$ cat config.mk
export PLATFORM = sky130hd
export DESIGN_NAME = sent_tx_pulse_gen
export DESIGN_NICKNAME = d
export VERILOG_FILES = /design/src/rtl/sent_pkg.sv /design/src/rtl/sent_tx_pulse_gen_prescaler.sv /design/src/rtl/sent_tx_pulse_gen.sv
export SDC_FILE = /design/constraint.sdc
export NUM_CORES = 1
export LEC_CHECK = 0
export ABC_AREA = 1
export CAP_MARGIN = 10
export CORE_ASPECT_RATIO = 0.7
export CORE_MARGIN = 2
export CORE_UTILIZATION = 30
export DETAILED_ROUTE_END_ITERATION = 6
export GPL_TIMING_DRIVEN = 0
export PLACE_DENSITY = 0.53
export SKIP_LAST_GASP = 1
export SYNTH_ARGS = -nofsm -noshare
export SYNTH_HDL_FRONTEND = slang
export SYNTH_SLANG_ARGS = --single-unit
$ cat constraint.sdc
create_clock -name clk -period 2 [get_ports clk]
set_input_delay 0.2 -clock clk [delete_from_list [all_inputs] [get_ports clk]]
set_output_delay 0.2 -clock clk [all_outputs]
set_load 0.01 [all_outputs]
$ cat src/rtl/sent_pkg.sv
// Shared types and constants for the SENT transmit pulse generator.
package sent_pkg;

    typedef enum logic [1:0] {
        KIND_SYNC,
        KIND_PAUSE,
        KIND_NIBBLE
    } kind_t;

    typedef enum logic [1:0] {
        ST_IDLE,
        ST_LOW,
        ST_HIGH
    } pg_state_t;

    localparam logic [9:0] SYNC_TICKS        = 10'd56;
    localparam logic [9:0] NIBBLE_BASE_TICKS = 10'd12;
    localparam logic [9:0] MIN_PAUSE_TICKS   = 10'd12;
    localparam logic [9:0] MAX_PAUSE_TICKS   = 10'd768;

    // Request priority: sync > pause > nibble
    function automatic kind_t pick_kind(input logic sync_req, input logic pause_req);
        if (sync_req)
            return KIND_SYNC;
        else if (pause_req)
            return KIND_PAUSE;
        else
            return KIND_NIBBLE;
    endfunction

endpackage

$ cat src/rtl/sent_tx_pulse_gen_prescaler.sv
// sent_tick_prescaler: divide-by-TICK_DIV counter with synchronous restart.
// tick is high on the last clk of every tick; tick_next predicts tick for
// the following clk so the parent can register end-of-pulse strobes.
module sent_tick_prescaler #(
    parameter int unsigned TICK_DIV = 3
) (
    input  logic clk,
    input  logic reset,
    input  logic restart,
    output logic tick,
    output logic tick_next
);

    localparam int unsigned PW = $clog2(TICK_DIV) + 1;
    localparam logic [PW-1:0] LAST = PW'(TICK_DIV - 1);
    localparam logic [PW-1:0] PRE  = (TICK_DIV > 1) ? PW'(TICK_DIV - 2) : '0;
    localparam logic DIV_ONE = (TICK_DIV == 1);

    logic [PW-1:0] cnt;

    assign tick = (cnt == LAST);

    // After a restart cnt is 0, so the next clk ticks only when dividing by one
    assign tick_next = DIV_ONE || (!restart && (cnt == PRE));

    // Free-running modulo-TICK_DIV count, forced to 0 on restart
    always_ff @(posedge clk) begin
        if (reset || restart)
            cnt <= '0;
        else if (cnt == LAST)
            cnt <= '0;
        else
            cnt <= cnt + 1'b1;
    end

endmodule

$ cat src/rtl/sent_tx_pulse_gen.sv
// sent_tx_pulse_gen: tick-timed SENT line pulse generator.
// Optional feature macro SENT_TX_PG_FIXED_FRAME_EN: pause length is derived
// from a frame tick accumulator so every frame is FRAME_TICKS long.
module sent_tx_pulse_gen
    import sent_pkg::*;
#(
    parameter int unsigned TICK_DIV    = 3,
    parameter int unsigned LOW_TICKS   = 5,
    parameter int unsigned PAUSE_TICKS = 77,
    parameter int unsigned FRAME_TICKS = 282
) (
    input  logic       clk,
    input  logic       reset,
    input  logic       sync,
    input  logic       pause,
    input  logic       pulse,
    input  logic [3:0] data_nibble,
    output logic       pulse_done,
    output logic       data_pulse,
    output logic       busy,
    output logic       abort
);

    if ((LOW_TICKS * TICK_DIV < 4) || (PAUSE_TICKS < 12) || (PAUSE_TICKS > 768) ||
        (FRAME_TICKS > 4095)) begin : g_bad_params
        $error("sent_tx_pulse_gen: parameter out of range");
    end

    pg_state_t  state;
    logic [9:0] tick_cnt;
    logic [9:0] total_ticks;
    logic       tick;
    logic       tick_next;
    logic       restart;
    logic       any_req;
    logic       low_end;
    logic       hi_end;
    logic       stay_high;
    kind_t      req_kind;
    logic [9:0] req_total;
    logic [9:0] pause_ticks;
    logic [9:0] next_total;
    logic [9:0] tick_cnt_nxt;

    assign any_req = sync | pause | pulse;
    assign low_end = (state == ST_LOW) && tick && (tick_cnt == 10'(LOW_TICKS - 1));
    assign hi_end  = (state == ST_HIGH) && tick && (tick_cnt == total_ticks - 10'd1);
    assign restart = (state == ST_IDLE) || hi_end;

    sent_tick_prescaler #(
        .TICK_DIV(TICK_DIV)
    ) u_prescaler (
        .clk      (clk),
        .reset    (reset),
        .restart  (restart),
        .tick     (tick),
        .tick_next(tick_next)
    );

`ifdef SENT_TX_PG_FIXED_FRAME_EN
    logic [11:0] frame_acc;
    logic [13:0] frame_rem;

    assign frame_rem = 14'(FRAME_TICKS) - {2'b00, frame_acc};

    // Remaining frame ticks, clamped to the legal pause range
    always_comb begin
        if (frame_rem[13] || (frame_rem < {4'b0, MIN_PAUSE_TICKS}))
            pause_ticks = MIN_PAUSE_TICKS;
        else if (frame_rem > {4'b0, MAX_PAUSE_TICKS})
            pause_ticks = MAX_PAUSE_TICKS;
        else
            pause_ticks = frame_rem[9:0];
    end

    // Frame accumulator: restarts with each sync, adds every latched pulse
    always_ff @(posedge clk) begin
        if (reset)
            frame_acc <= '0;
        else if (low_end && any_req) begin
            if (req_kind == KIND_SYNC)
                frame_acc <= {2'b00, SYNC_TICKS};
            else
                frame_acc <= frame_acc + {2'b00, req_total};
        end
    end
`else
    assign pause_ticks = 10'(PAUSE_TICKS);
`endif

    // Pulse length for the request currently presented
    always_comb begin
        req_kind = pick_kind(sync, pause);
        case (req_kind)
            KIND_SYNC:  req_total = SYNC_TICKS;
            KIND_PAUSE: req_total = pause_ticks;
            default:    req_total = NIBBLE_BASE_TICKS + {6'b0, data_nibble};
        endcase
    end

    // pulse_done is registered, so predict whether the next clk is the last
    // one of the pulse from the prescaler's look-ahead strobe.
    always_comb begin
        next_total   = low_end ? req_total : total_ticks;
        tick_cnt_nxt = tick_cnt + {9'b0, tick};
        stay_high    = ((state == ST_HIGH) && !hi_end) || (low_end && any_req);
    end

    // Pulse FSM with registered line, busy and strobe outputs
    always_ff @(posedge clk) begin
        if (reset) begin
            state       <= ST_IDLE;
            tick_cnt    <= '0;
            total_ticks <= '0;
            data_pulse  <= 1'b1;
            busy        <= 1'b0;
            pulse_done  <= 1'b0;
            abort       <= 1'b0;
        end else begin
            pulse_done <= stay_high && tick_next && (tick_cnt_nxt == next_total - 10'd1);
            abort      <= 1'b0;
            case (state)
                ST_IDLE: begin
                    tick_cnt <= '0;
                    if (any_req) begin
                        state      <= ST_LOW;
                        data_pulse <= 1'b0;
                        busy       <= 1'b1;
                    end
                end
                ST_LOW: begin
                    tick_cnt <= tick_cnt_nxt;
                    if (low_end) begin
                        data_pulse <= 1'b1;
                        if (any_req) begin
                            state       <= ST_HIGH;
                            total_ticks <= req_total;
                        end else begin
                            state    <= ST_IDLE;
                            busy     <= 1'b0;
                            abort    <= 1'b1;
                            tick_cnt <= '0;
                        end
                    end
                end
                ST_HIGH: begin
                    if (hi_end) begin
                        tick_cnt <= '0;
                        if (any_req) begin
                            state      <= ST_LOW;
                            data_pulse <= 1'b0;
                        end else begin
                            state <= ST_IDLE;
                            busy  <= 1'b0;
                        end
                    end else begin
                        tick_cnt <= tick_cnt_nxt;
                    end
                end
                default: begin
                    state      <= ST_IDLE;
                    tick_cnt   <= '0;
                    data_pulse <= 1'b1;
                    busy       <= 1'b0;
                end
            endcase
        end
    end

endmodule

Word-level counts from Yosys, hierarchy flattened. Index checks and enable logic that the tools add are counted.

Register bits after elaboration: 29. Input bits: 9. Output and inout bits: 4. Logic and storage cells: 73.

Add/sub/neg operators: 5. Eq/ne operators: 11. Muxes and demuxes: 24. Bitwise logic cells: 4. Reduce and logical (&&, ||, !) cells: 21.

Operators with widths (number): two-way mux 10 bit (4); equality test 10 bit (2); case mux 10 bit (2 select lines) (1); subtractor 10 x 1 -> 10 bit, second input constant (2); case mux 7 bit (2 select lines) (1); two-way mux 2 bit (6); adder 10 x 1 -> 10 bit (1); equality test 10 x 3 -> 1 bit, second input constant (1); logical AND 1 bit (9); two-way mux 1 bit (9); != test 2 bit, second input constant (3); case mux 1 bit (3 select lines) (2); case mux 2 bit (3 select lines) (1); AND reduction 3 bit (2); adder 4 x 4 -> 5 bit, first input constant (1); equality test 2 x 1 -> 1 bit, second input constant (2); zero test 2 bit (2); adder 3 x 1 -> 3 bit, second input constant (1); equality test 3 x 1 -> 1 bit, second input constant (1); equality test 3 x 2 -> 1 bit, second input constant (1); logical OR 1 bit (3); OR reduction 3 bit (1); equality test 2 bit, second input constant (1); zero test 1 bit (2); other kinds (4) (6).

Logic depth before layout (Yosys ltp). Gate-level depths: netlist (run 1).

Depth after elaboration: 8. Mapped depth: 20. Depth with buffers taken out: 20.

Hierarchy. Synthesis (run 1) repeated with hierarchy kept, for this count alone.

Cells, all modules: 365. Area total of the unflattened synthesis: 2247.2 um^2.

By module, submodules not included: sent_tx_pulse_gen (instances 1, cells each 343, area an instance 2079.5 um^2, seq. area each 460.4 um^2); sent_tick_prescaler (instances 1, cells each 22, area an instance 167.7 um^2, seq. area each 60.1 um^2).

Least setup slack after synthesis (run 1). No wires, ideal clock.

Kind: reg2reg. Start: register state[1]. End: register pulse_done. Library setup time: 0.064 ns. Arrival: 2.165 ns. Required time: 1.936 ns. Setup slack: -0.229 ns. Stages on the path, launching flop included: 20. Path buffers: 0. Clock period less this slack: 2.229 ns. Cells stage by stage: dfxtp_1 -> inv_1 -> ha_1 -> inv_1 -> nor2_1 -> nand2_1 -> nor2_8 -> nand2_4 -> nand2_2 -> nand2_4 -> ha_1 -> xor2_1 -> nand3_1 -> nand2_1 -> nand3_1 -> nor2_1 -> nand2_1 -> nor2_1 -> nand2_1 -> nor2_1.

Cells in the longest elaborated chain, start to end: 8. Elaborated cells on any way between the ends: 19. Classes of those cells: add/sub (1); eq/ne (3); mux (1); reduce/logical (14).

RTL lines: start, declared (RTL line sent_tx_pulse_gen.sv:29) `pg_state_t state;`; start signal, assigned (RTL line sent_tx_pulse_gen.sv:112) `state <= ST_IDLE;`; start signal, assigned (RTL line sent_tx_pulse_gen.sv:126) `state <= ST_LOW;`; start signal, assigned (RTL line sent_tx_pulse_gen.sv:136) `state <= ST_HIGH;`; branches (longest 7 deep; another with subtractor 10 x 1 -> 10 bit); logical AND 1 bit * (RTL line sent_tx_pulse_gen.sv:120) `pulse_done <= stay_high && tick_next && (tick_cnt_nxt == next_total - 10'd1);`; end signal, assigned (RTL line sent_tx_pulse_gen.sv:120); end, declared (RTL line sent_tx_pulse_gen.sv:18) `output logic pulse_done,`.

Mark *: on every way between the ends. A chain may end at the register's enable or synchronous reset.

Worst setup path in the final report (run 1).
Start: register state[0]. End: register pulse_done.

The elaborated chain is that of the path after synthesis.

==> results_dict.tcl, run 1 <==
set metrics [dict create \
    outcome "complete, but fails checks" \
    violations "setup timing" \
    critPathKind "flop to flop" \
    final_common_cell "nand2_1" \
    worstPathMaxFanout 5 \
    synth_top_flop_cell "dfxtp_1" \
    ys_ff_latch 26 \
    antenna_left 0 \
    maxCapViolCount 0 \
    layout_setup_ws_ns -0.2472 \
    cp.required_ns 2.20 \
    synth_area_leaders "dfxtp_1, nand2_1, nand3_1" \
    via_per_inst 4.622 \
    syn_nets 395 \
    mostFrequentLayoutCells "nand2_1, inv_1, nand3_1" \
    arrival_ns 2.45 \
    cts_tree "done" \
    max-slew-margin-rel_pct 68.32 \
    clkTransAtPathRegs_ns 0.07 \
    die_x_um 110.3 \
    syn_to_final_growth_pct 29.39 \
    end_kind "flop" \
    synth_edf_count 0 \
    routabilityCongestion 0.8592 \
    num_io_pins 13 \
    initial_core_util_pct 30.52 \
    die_h_um 78.38 \
    finalSetupViolations 12 \
    rsz0062_at_grt "yes" \
    cts_buffer_depth 2 \
    postSynthAreaPerCell_um2 6.340 \
    port_buffers 12 \
    finalHoldWorstSlack_ns 0.4476 \
    slew_viol_final 0 \
    p_per_area_mw_per_mm2 701.7 \
    min_from "data_pulse" \
    grt_usage_pct 16.68 \
    start_kind "flop" \
    hp-class "flop to flop" \
    utilization_pct 39.48 \
    pwr-share-seq_pct 28.3 \
    antenna_found_initial 0 \
    power_leakage_nw 1.420 \
    worst_skew_pair.late_latency_ns 0.26 \
    nets 426 \
    finalCritPeriodShare_pct 112.4 \
    fin_crit_ns 2.247 \
    synth_top_area_share_pct 21.95 \
    grt_pass1_vias 2265 \
    drt_wl_total_mm 6.749 \
    hpwl_mm 5.251 \
    design.core.area_mm2 0.007770 \
    cts_buffers 3 \
    rows 27 \
    p_comb_share_pct 43.9 \
    timing.fmax_ghz 0.4450 \
    vias 2334 \
    synth_top_cell_by_area "dfxtp_1" \
    synth_cell_types 30 \
    n_antenna_cell 0 \
    async_reset_ff_share_pct 0 \
    r2r-start "state[0]" \
    ir_worst_vdd_v 0.0006321 \
    grt_max_degree 16 \
    grt-ovfl-total 0 \
    grt_first_pass_wirelength_mm 11.20 \
    syn_area_mm2 0.002371 \
    switching_share_pct 36.92 \
    drive_gt1_share_pct 30.45 \
    critPathLaunch "state[0]" \
    htreeDepth 1 \
    clock-sinks 26 \
    yosysWarnings 0 \
    p_total_mw 2.153 \
    synth.yosys.seq_area_share_pct 21.95 \
    clockRootBuffer "clkbuf_16" \
    dieArea_mm2 0.008642 \
    drt_pre_antenna_iters 4 \
    power_frac_clock_pct 27.8 \
    worst_pin_slew_ns 0.4748 \
    p_sw_uw 794.9 \
    avgRoutedWirePerCell_um 13.36 \
    drc_errors 0 \
    synth_cells 374 \
    hold_viol 0 \
    drtIter0Drc 89 \
    p_int_mw 1.358 \
    clock_skew_ns 0.004039 \
]
==> final timing paths <==
path / to / slack (ns) / depth (start not counted)
hold reg to reg: data_pulse / 0.45 / 2
setup reg to reg: pulse_done / -0.25 / 19
setup / recovery: pulse_done / -0.25 / 19
hold / removal: data_pulse / 0.45 / 2
==> power by group through the flow <==
stage                     Combinational [mW]  Sequential (mW)  Clock, mW
after CTS                              0.860            0.614      0.613
final                                  0.945            0.610      0.598
after global routing                    1.03            0.616      0.634
after detailed placement               0.701            0.632          0
after floorplan                        0.518            0.632          0
after global placement                 0.699            0.631          0
==> sequential cells by signal, summed over array words and instances, names as in the netlist <==
| signal | count |
|---|---|
| busy | 1 |
| abort | 1 |
| state | 2 |
| data_pulse | 1 |
| tick_cnt | 10 |
| u_prescaler.cnt | 3 |
| total_ticks | 7 |
| pulse_done | 1 |
==> repair_timing <==
action,CTS,global route
setup endpoints to repair,18,17
gates resized for setup,22,16
gates cloned,1,0
hold buffers,0,0
buffers inserted,9,4
pin swaps,17,7
==> through the flow <==
step                setup slack (ns)  area, µm²  cells   TNS, ns
floorplan                   -0.04084       2459    374  -0.04084
global placement             -0.5145       2705    487    -7.809
detailed placement           -0.4674       2705    487    -7.230
CTS                          -0.2578       2973    501    -2.085
global route                 -0.4064       3068    505    -2.669
finish                       -0.2472       3068    505   -0.4670
==> logic make-up (layout without fill, tap and decap cells) <==
| kind of cell | count (synthesis) | count (layout) | share of synthesized area (%) |
|---|---|---|---|
| buf+inv | 59 | 88 | 9.973 |
| compound gates | 25 | 25 | 6.016 |
| flops | 26 | 26 | 21.95 |
| fa+ha+maj | 12 | 12 | 6.332 |
| xor+xnor | 14 | 14 | 5.172 |
| simple gates | 238 | 239 | 50.55 |
==> synth_stat cells (2+ instances only) <==
| library cell | count |
|---|---|
| nor2_2 | 17 |
| nand2_4 | 4 |
| nor2_8 | 3 |
| nand4_1 | 2 |
| ha_1 | 12 |
| buf_2 | 3 |
| inv_2 | 8 |
| a21oi_1 | 13 |
| nand3b_1 | 4 |
| xnor2_1 | 5 |
| nand2_1 | 105 |
| nor2_4 | 4 |
| nor2_1 | 38 |
| o21ai_0 | 8 |
| nor3_1 | 3 |
| nand3_1 | 39 |
| o21ai_1 | 2 |
| xor2_1 | 9 |
| inv_1 | 44 |
| dfxtp_1 | 26 |
| nand3_2 | 5 |
| nand2_2 | 12 |
==> worst max-delay path, stage by stage, from the launching register on <==
cell and delay (ns):
dfxtp_2 0.38, ha_4 0.16, inv_4 0.05, nor2_2 0.11, nand2_2 0.10, nor2_8 0.18, nand2_4 0.10, nand2_4 0.08
nand2_4 0.05, ha_4 0.17, xor2_2 0.15, inv_1 0.06, nand2_1 0.05, nand2_1 0.08, nand3_2 0.07, nor2_2 0.10
nand2_1 0.06, nor2_1 0.10, nand2_1 0.06, nor2_1 0.08
==> layout make-up <==
cell class,count,area [µm²]
plain buffers,5,31.28
clock buffers,3,75.07
clock inverters,1,30.03
fillers,839,4702
inverters,54,212.7
multi-input cells,290,1844
flip-flops and latches,26,530.5
well taps,101,126.4
repair buffers,25,217.7
==> layer usage <==
layer | vias to the layer above | GRT usage (%) | wire, µm
met3 | 2 | 2.990 | 361
met1 | 1065 | 24.77 | 3496
met5 | - | 0 | 0
li1 | 1224 | - | -
met2 | 43 | 25.89 | 2876
met4 | 0 | 1.625 | 15
Note: power is estimated with default switching activity, not from simulation.
==> inputs of run 2 (changes only) <==
--- a/config.mk
+++ b/config.mk
@@ -16,4 +16,5 @@
 export SKIP_LAST_GASP = 1
 export SYNTH_ARGS = -nofsm -noshare
 export SYNTH_HDL_FRONTEND = slang
+export SYNTH_HIERARCHICAL = 1
 export SYNTH_SLANG_ARGS = --single-unit
==> results_dict.tcl, run 2 <==
set metrics [dict create \
    hold_viol 0 \
    violations "setup timing" \
    async_reset_ff_share_pct 0 \
    synth_top_area_share_pct 23.16 \
    synth_cells 365 \
    arrival_ns 2.43 \
    p_int_mw 1.182 \
    initial_core_util_pct 30.84 \
    rsz0062_at_grt "yes" \
    design.core.area_mm2 0.007287 \
    clock-sinks 26 \
    syn_nets 386 \
    seq_area_um2 530.5 \
    avgRoutedWirePerCell_um 13.03 \
    layout_setup_ws_ns -0.2534 \
    switching_share_pct 37.78 \
    pwr-share-seq_pct 32.6 \
    postSynthAreaPerCell_um2 6.157 \
    synth_top_flop_cell "dfxtp_1" \
    power_leakage_nw 1.432 \
    fill_cells 776 \
    crit_end "u_prescaler/cnt[0]" \
    antenna_found_initial 0 \
    synth_cell_types 27 \
    drive_gt1_share_pct 29.28 \
    critPathKind "flop to flop" \
    num_io_pins 13 \
    worstPathMaxFanout 3 \
    critPathLaunch "total_ticks[1]" \
    hpwl_mm 4.819 \
    finalHoldWorstSlack_ns 0.4494 \
    clockRootBuffer "clkbuf_8" \
    ys_ff_latch 26 \
    synth_area_leaders "dfxtp_1, nand2_1, nor2_1" \
    grt_usage_pct 16.10 \
    synth_top_cell_by_area "dfxtp_1" \
    ir_worst_vdd_v 0.0007297 \
    start_kind "flop" \
    yosysMostFrequentCell "nand2_1" \
    largest-register "tick_cnt" \
    reg2regPathDepth 19 \
    worst_skew_pair.late_latency_ns 0.28 \
    final_common_cell "nand2_1" \
    port_buffers 12 \
    via_per_inst 4.685 \
    grt_pass1_vias 2204 \
    syn_to_final_growth_pct 32.41 \
    cp.required_ns 2.18 \
    timing.fmax_ghz 0.4438 \
    drc_errors 0 \
    die_x_um 107.4 \
    fin_crit_ns 2.253 \
    grt-ovfl-total 0 \
    p_per_area_mw_per_mm2 638.7 \
    synth_edf_count 0 \
    cts_tree "done" \
    maxCapViolCount 0 \
    largest_reg_flops 10 \
    synth.yosys.seq_area_share_pct 23.16 \
    postCtsHoldBufs 0 \
    n_antenna_cell 0 \
    r2r-start "total_ticks[1]" \
    vias 2347 \
    die_h_um 76.41 \
    max-slew-margin-rel_pct 66.21 \
    rrSetupSlack_ns -0.25 \
    slew_viol_final 0 \
    finalSetupViolations 17 \
    end_kind "flop" \
    cts_buffer_depth 2 \
    drt_wl_total_mm 6.529 \
    clock_skew_ns 0.009093 \
    grt_first_pass_wirelength_mm 10.63 \
    r2r_end "u_prescaler/cnt[0]" \
    utilization_pct 40.83 \
    reg_top3 "tick_cnt (10), total_ticks (7), u_prescaler/cnt (3)" \
    finalCritPeriodShare_pct 112.7 \
    cts_buffers 3 \
    clkTransAtPathRegs_ns 0.09 \
    drtIter0Drc 148 \
    htreeDepth 1 \
    p_sw_uw 717.9 \
    yosysWarnings 6 \
    grt_max_degree 15 \
    drt_pre_antenna_iters 4 \
    power_frac_clock_pct 19.0 \
    multi_input_area_mm2 0.001730 \
    routabilityCongestion 0.8560 \
    mostFrequentLayoutCells "nand2_1, nor2_1, inv_1" \
    worst_pin_slew_ns 0.5016 \
    hp-class "flop to flop" \
    p_comb_share_pct 48.4 \
    syn_area_mm2 0.002247 \
    outcome "complete, but fails checks" \
    synthTopCellsByCount "nand2_1, nor2_1, inv_1, nand3_1, dfxtp_1" \
    antenna_left 0 \
    rows 26 \
    dieArea_mm2 0.008210 \
    nets 425 \
]
-- run 2: cell types whose count changed after synthesis, sizes merged, moves of 2 or more --
cell | before | now
a21oi | 13 | 10
nor2 | 62 | 67
xnor2 | 5 | 3
inv | 53 | 50
o21ai | 11 | 15
xor2 | 9 | 7
nand3 | 45 | 41
nand4 | 2 | 4
buf | 4 | 2
nand3b | 4 | 1
-- run 2: power groups by stage --
stage	Sequential [mW]	Combinational, mW	Clock (mW)
2_1_floorplan	0.623	0.365	0
3_3_place_gp	0.620	0.507	0
3_5_place_dp	0.621	0.509	0
4_1_cts	0.611	0.582	0.376
5_1_grt	0.628	1.01	0.397
6_report	0.620	0.919	0.361
-- run 2: cell type report --
class / count / area share, %
plain buffers: 2 / 0.7569
clock buffers: 4 / 1.850
inverters: 51 / 6.770
multi-input cells: 287 / 58.16
flip-flops and latches: 26 / 17.83
well taps: 98 / 4.121
repair buffers: 33 / 10.51
-- run 2: through the flow --
stage,worst slack (ns),TNS (ns),cell area (µm²),power (mW),cells
4_1_cts,-0.1978,-1.087,2776,1.569,493
3_5_place_dp,-0.5629,-4.128,2537,1.129,475
5_1_grt,-0.4303,-3.794,2975,2.034,501
6_report,-0.2534,-1.620,2975,1.900,501
2_1_floorplan,-0.02806,-0.02806,2295,0.9882,365
3_3_place_gp,-0.5094,-3.500,2537,1.128,475
-- run 2: how the worst min path moves through the flow --
stage / cells past startpoint / end / slack [ns] / startpoint
after global placement: 2 / data_pulse / 0.43 / data_pulse
final: 2 / data_pulse / 0.45 / data_pulse
after detailed placement: 2 / data_pulse / 0.43 / data_pulse
after floorplan: 1 / busy / 0.27 / reset
after global routing: 2 / data_pulse / 0.51 / data_pulse
after CTS: 2 / data_pulse / 0.45 / data_pulse
-- run 2: cell families after synthesis --
family	after synthesis	synth area share, %
AND/OR/NAND/NOR	238	50.72
buffers and inverters	53	9.632
AO/OA/AOI/OAI	26	5.902
flip-flops	26	23.16
adder cells (fa/ha/maj)	12	6.681
XOR/XNOR	10	3.898
-- run 2: timing repair --
action / in CTS / in global routing
pin swaps: 20 / 13
buffers inserted: 14 / 7
gates cloned: 0 / 1
gates resized for setup: 21 / 36
endpoints found under the setup margin: 18 / 22
-- run 2: layer usage --
layer | share of wire (%) | up-vias | routed length [µm] | track usage (%)
met4 | 0.66 | 0 | 43 | 2.051
li1 | - | 1222 | - | -
met3 | 6.2 | 4 | 408 | 2.310
met2 | 41 | 47 | 2685 | 24.30
met1 | 52 | 1074 | 3392 | 24.61
met5 | 0 | - | 0 | 0
-- run 2: critical path, stage by stage (launching register included) --
cell and delay, ns:
dfxtp_2 0.37, inv_2 0.06, ha_4 0.28, nor2_4 0.04
nor2_2 0.10, nand3_2 0.12, nor2_2 0.10, nand2_1 0.07
nor2_2 0.09, nand3_2 0.15, nand2_2 0.13, buf_6 0.10
buf_6 0.08, buf_6 0.08, buf_6 0.08, buf_6 0.08
buf_6 0.09, nor2_4 0.03, nand2_4 0.08, nor2_2 0.04
==> inputs of run 3 (changes only) <==
--- a/config.mk
+++ b/config.mk
@@ -11,9 +11,9 @@
 export CORE_MARGIN = 2
 export CORE_UTILIZATION = 30
 export DETAILED_ROUTE_END_ITERATION = 6
-export GPL_TIMING_DRIVEN = 0
 export PLACE_DENSITY = 0.53
 export SKIP_LAST_GASP = 1
+export SLEW_MARGIN = 20
 export SYNTH_ARGS = -nofsm -noshare
 export SYNTH_HDL_FRONTEND = slang
 export SYNTH_HIERARCHICAL = 1
==> results_dict.tcl, run 3 (synthesized netlist as in run 2, its figures left out) <==
set metrics [dict create \
    outcome "complete, but fails checks" \
    violations "setup timing" \
    start_kind "flop" \
    finalSetupViolations 15 \
    drc_errors 0 \
    mostFrequentLayoutCells "nand2_1, buf_4, nor2_1" \
    syn_to_final_growth_pct 44.21 \
    ir_worst_vdd_v 0.0007057 \
    grt_first_pass_wirelength_mm 11.30 \
    slew_viol_final 0 \
    cpLargestDelayFamily "simple AND/OR/NAND/NOR gates" \
    end_kind "flop" \
    r2r-start "u_prescaler/cnt[0]" \
    arrival_ns 2.29 \
    rows 26 \
    grt_usage_pct 17.32 \
    via_per_inst 4.599 \
    power_leakage_nw 1.624 \
    final_common_cell "nand2_1" \
    die_x_um 107.4 \
    critPathSlowestCell "dfxtp_2" \
    n_antenna_cell 0 \
    layout_setup_ws_ns -0.1172 \
    dp_cells 533 \
    routabilityCongestion 0.8535 \
    die_h_um 76.41 \
    rsz0062_at_grt "yes" \
    worstPathMaxFanout 5 \
    fill_cells 772 \
    largest_reg_flops 10 \
    design.core.area_mm2 0.007287 \
    clockRootBuffer "clkbuf_8" \
    drt_pre_antenna_iters 4 \
    p_per_area_mw_per_mm2 574.0 \
    finalCritPeriodShare_pct 105.9 \
    antenna_found_initial 0 \
    fin_crit_ns 2.117 \
    num_io_pins 13 \
    grt-ovfl-total 0 \
    nets 468 \
    largest-register "tick_cnt" \
    grt_max_degree 15 \
    clkTransAtPathRegs_ns 0.10 \
    cp.required_ns 2.17 \
    cts_buffer_depth 2 \
    reg_top3 "tick_cnt (10), total_ticks (7), u_prescaler/cnt (3)" \
    postCtsHoldBufs 0 \
    critPathMostFrequentCell "nor2_1" \
    maxCapViolCount 0 \
    max_stage_delay_ns 0.33 \
    min_from "data_pulse" \
    cts_buffers 3 \
    finalNonFillerCells 544 \
    worst_skew_pair.late_latency_ns 0.28 \
    vias 2502 \
    htreeDepth 1 \
    p_total_mw 1.860 \
    antenna_left 0 \
    critPathLaunch "u_prescaler/cnt[0]" \
    max-slew-margin-rel_pct 77.32 \
    drt_wl_total_mm 6.840 \
    initial_core_util_pct 30.84 \
    clock_skew_ns 0.005030 \
    drtIter0Drc 123 \
    clock-sinks 26 \
    drive_gt1_share_pct 34.98 \
    cp_num_buf_inv 4 \
    critPathKind "flop to flop" \
    utilization_pct 44.47 \
    worstPathCellList "inv_2 -> ha_4 -> nand2_4 -> inv_4 -> buf_6 -> nand2_2 -> nor2_1 -> nand3_1 -> nor2_1 -> nand2_1 -> nor2_2 -> nand3_2 -> buf_4 -> nand2_8 -> nand3_4 -> nand3_4 -> nor2_1" \
    grt_pass1_vias 2327 \
    dieArea_mm2 0.008210 \
    worst_pin_slew_ns 0.3367 \
    timing.fmax_ghz 0.4723 \
    hp-class "flop to flop" \
    seq_area_um2 525.5 \
    cts_tree "done" \
    multi_input_area_mm2 0.001722 \
    port_buffers 12 \
    avgRoutedWirePerCell_um 12.57 \
    finalHoldWorstSlack_ns 0.4689 \
    tns_ns -1.292 \
    hold_viol 0 \
    hpwl_mm 5.461 \
]
==> run 3: power by group <==
group          internal (mW)  switching, mW
clock                  0.177          0.186
sequential             0.570         0.0359
combinational          0.390          0.500
total                   1.14          0.722
==> run 3: tightest hold or removal path, cell delays in order, from the launching register on <==
cell and delay [ns]:
dfxtp_1 0.32, nand2_1 0.06, nand2_1 0.04
==> run 3: metal layers <==
| metal | wire (µm) | vias up | global-route usage (%) |
|---|---|---|---|
| met1 | 3658 | 1147 | 26.57 |
| li1 | - | 1311 | - |
| met5 | 0 | - | 0 |
| met4 | 65 | 0 | 3.590 |
| met2 | 2883 | 38 | 25.25 |
| met3 | 232 | 6 | 2.652 |
==> run 3: through the flow <==
stage	area (µm²)	worst slack [ns]
global route	3241	-0.3379
global placement	2965	-0.1563
CTS	3084	-0.1080
finish	3241	-0.1172
floorplan	2295	-0.02806
detailed placement	2965	-0.1846
==> run 3: worst paths after layout <==
| kind | to | slack, ns | cells after the start |
|---|---|---|---|
| worst min register to register | data_pulse | 0.47 | 2 |
| worst max register to register | tick_cnt[9] | -0.12 | 17 |
| worst max-delay path | tick_cnt[9] | -0.12 | 17 |
| worst min-delay path | data_pulse | 0.47 | 2 |
==> run 3: layout make-up <==
class / count / area share, %
clock buffer: 4 / 1.699
inverter: 51 / 6.062
multi-input combinational: 287 / 53.13
sequential: 26 / 16.22
tap: 98 / 3.784
timing repair buffer: 78 / 19.11
==> run 3: timing repair <==
action | CTS | global route
endpoints found under the hold margin | 0 | 0
resized for setup | 12 | 31
endpoints found under the setup margin | 15 | 16
gates cloned | 1 | 0
buffers inserted | 0 | 6
pin swaps | 1 | 29
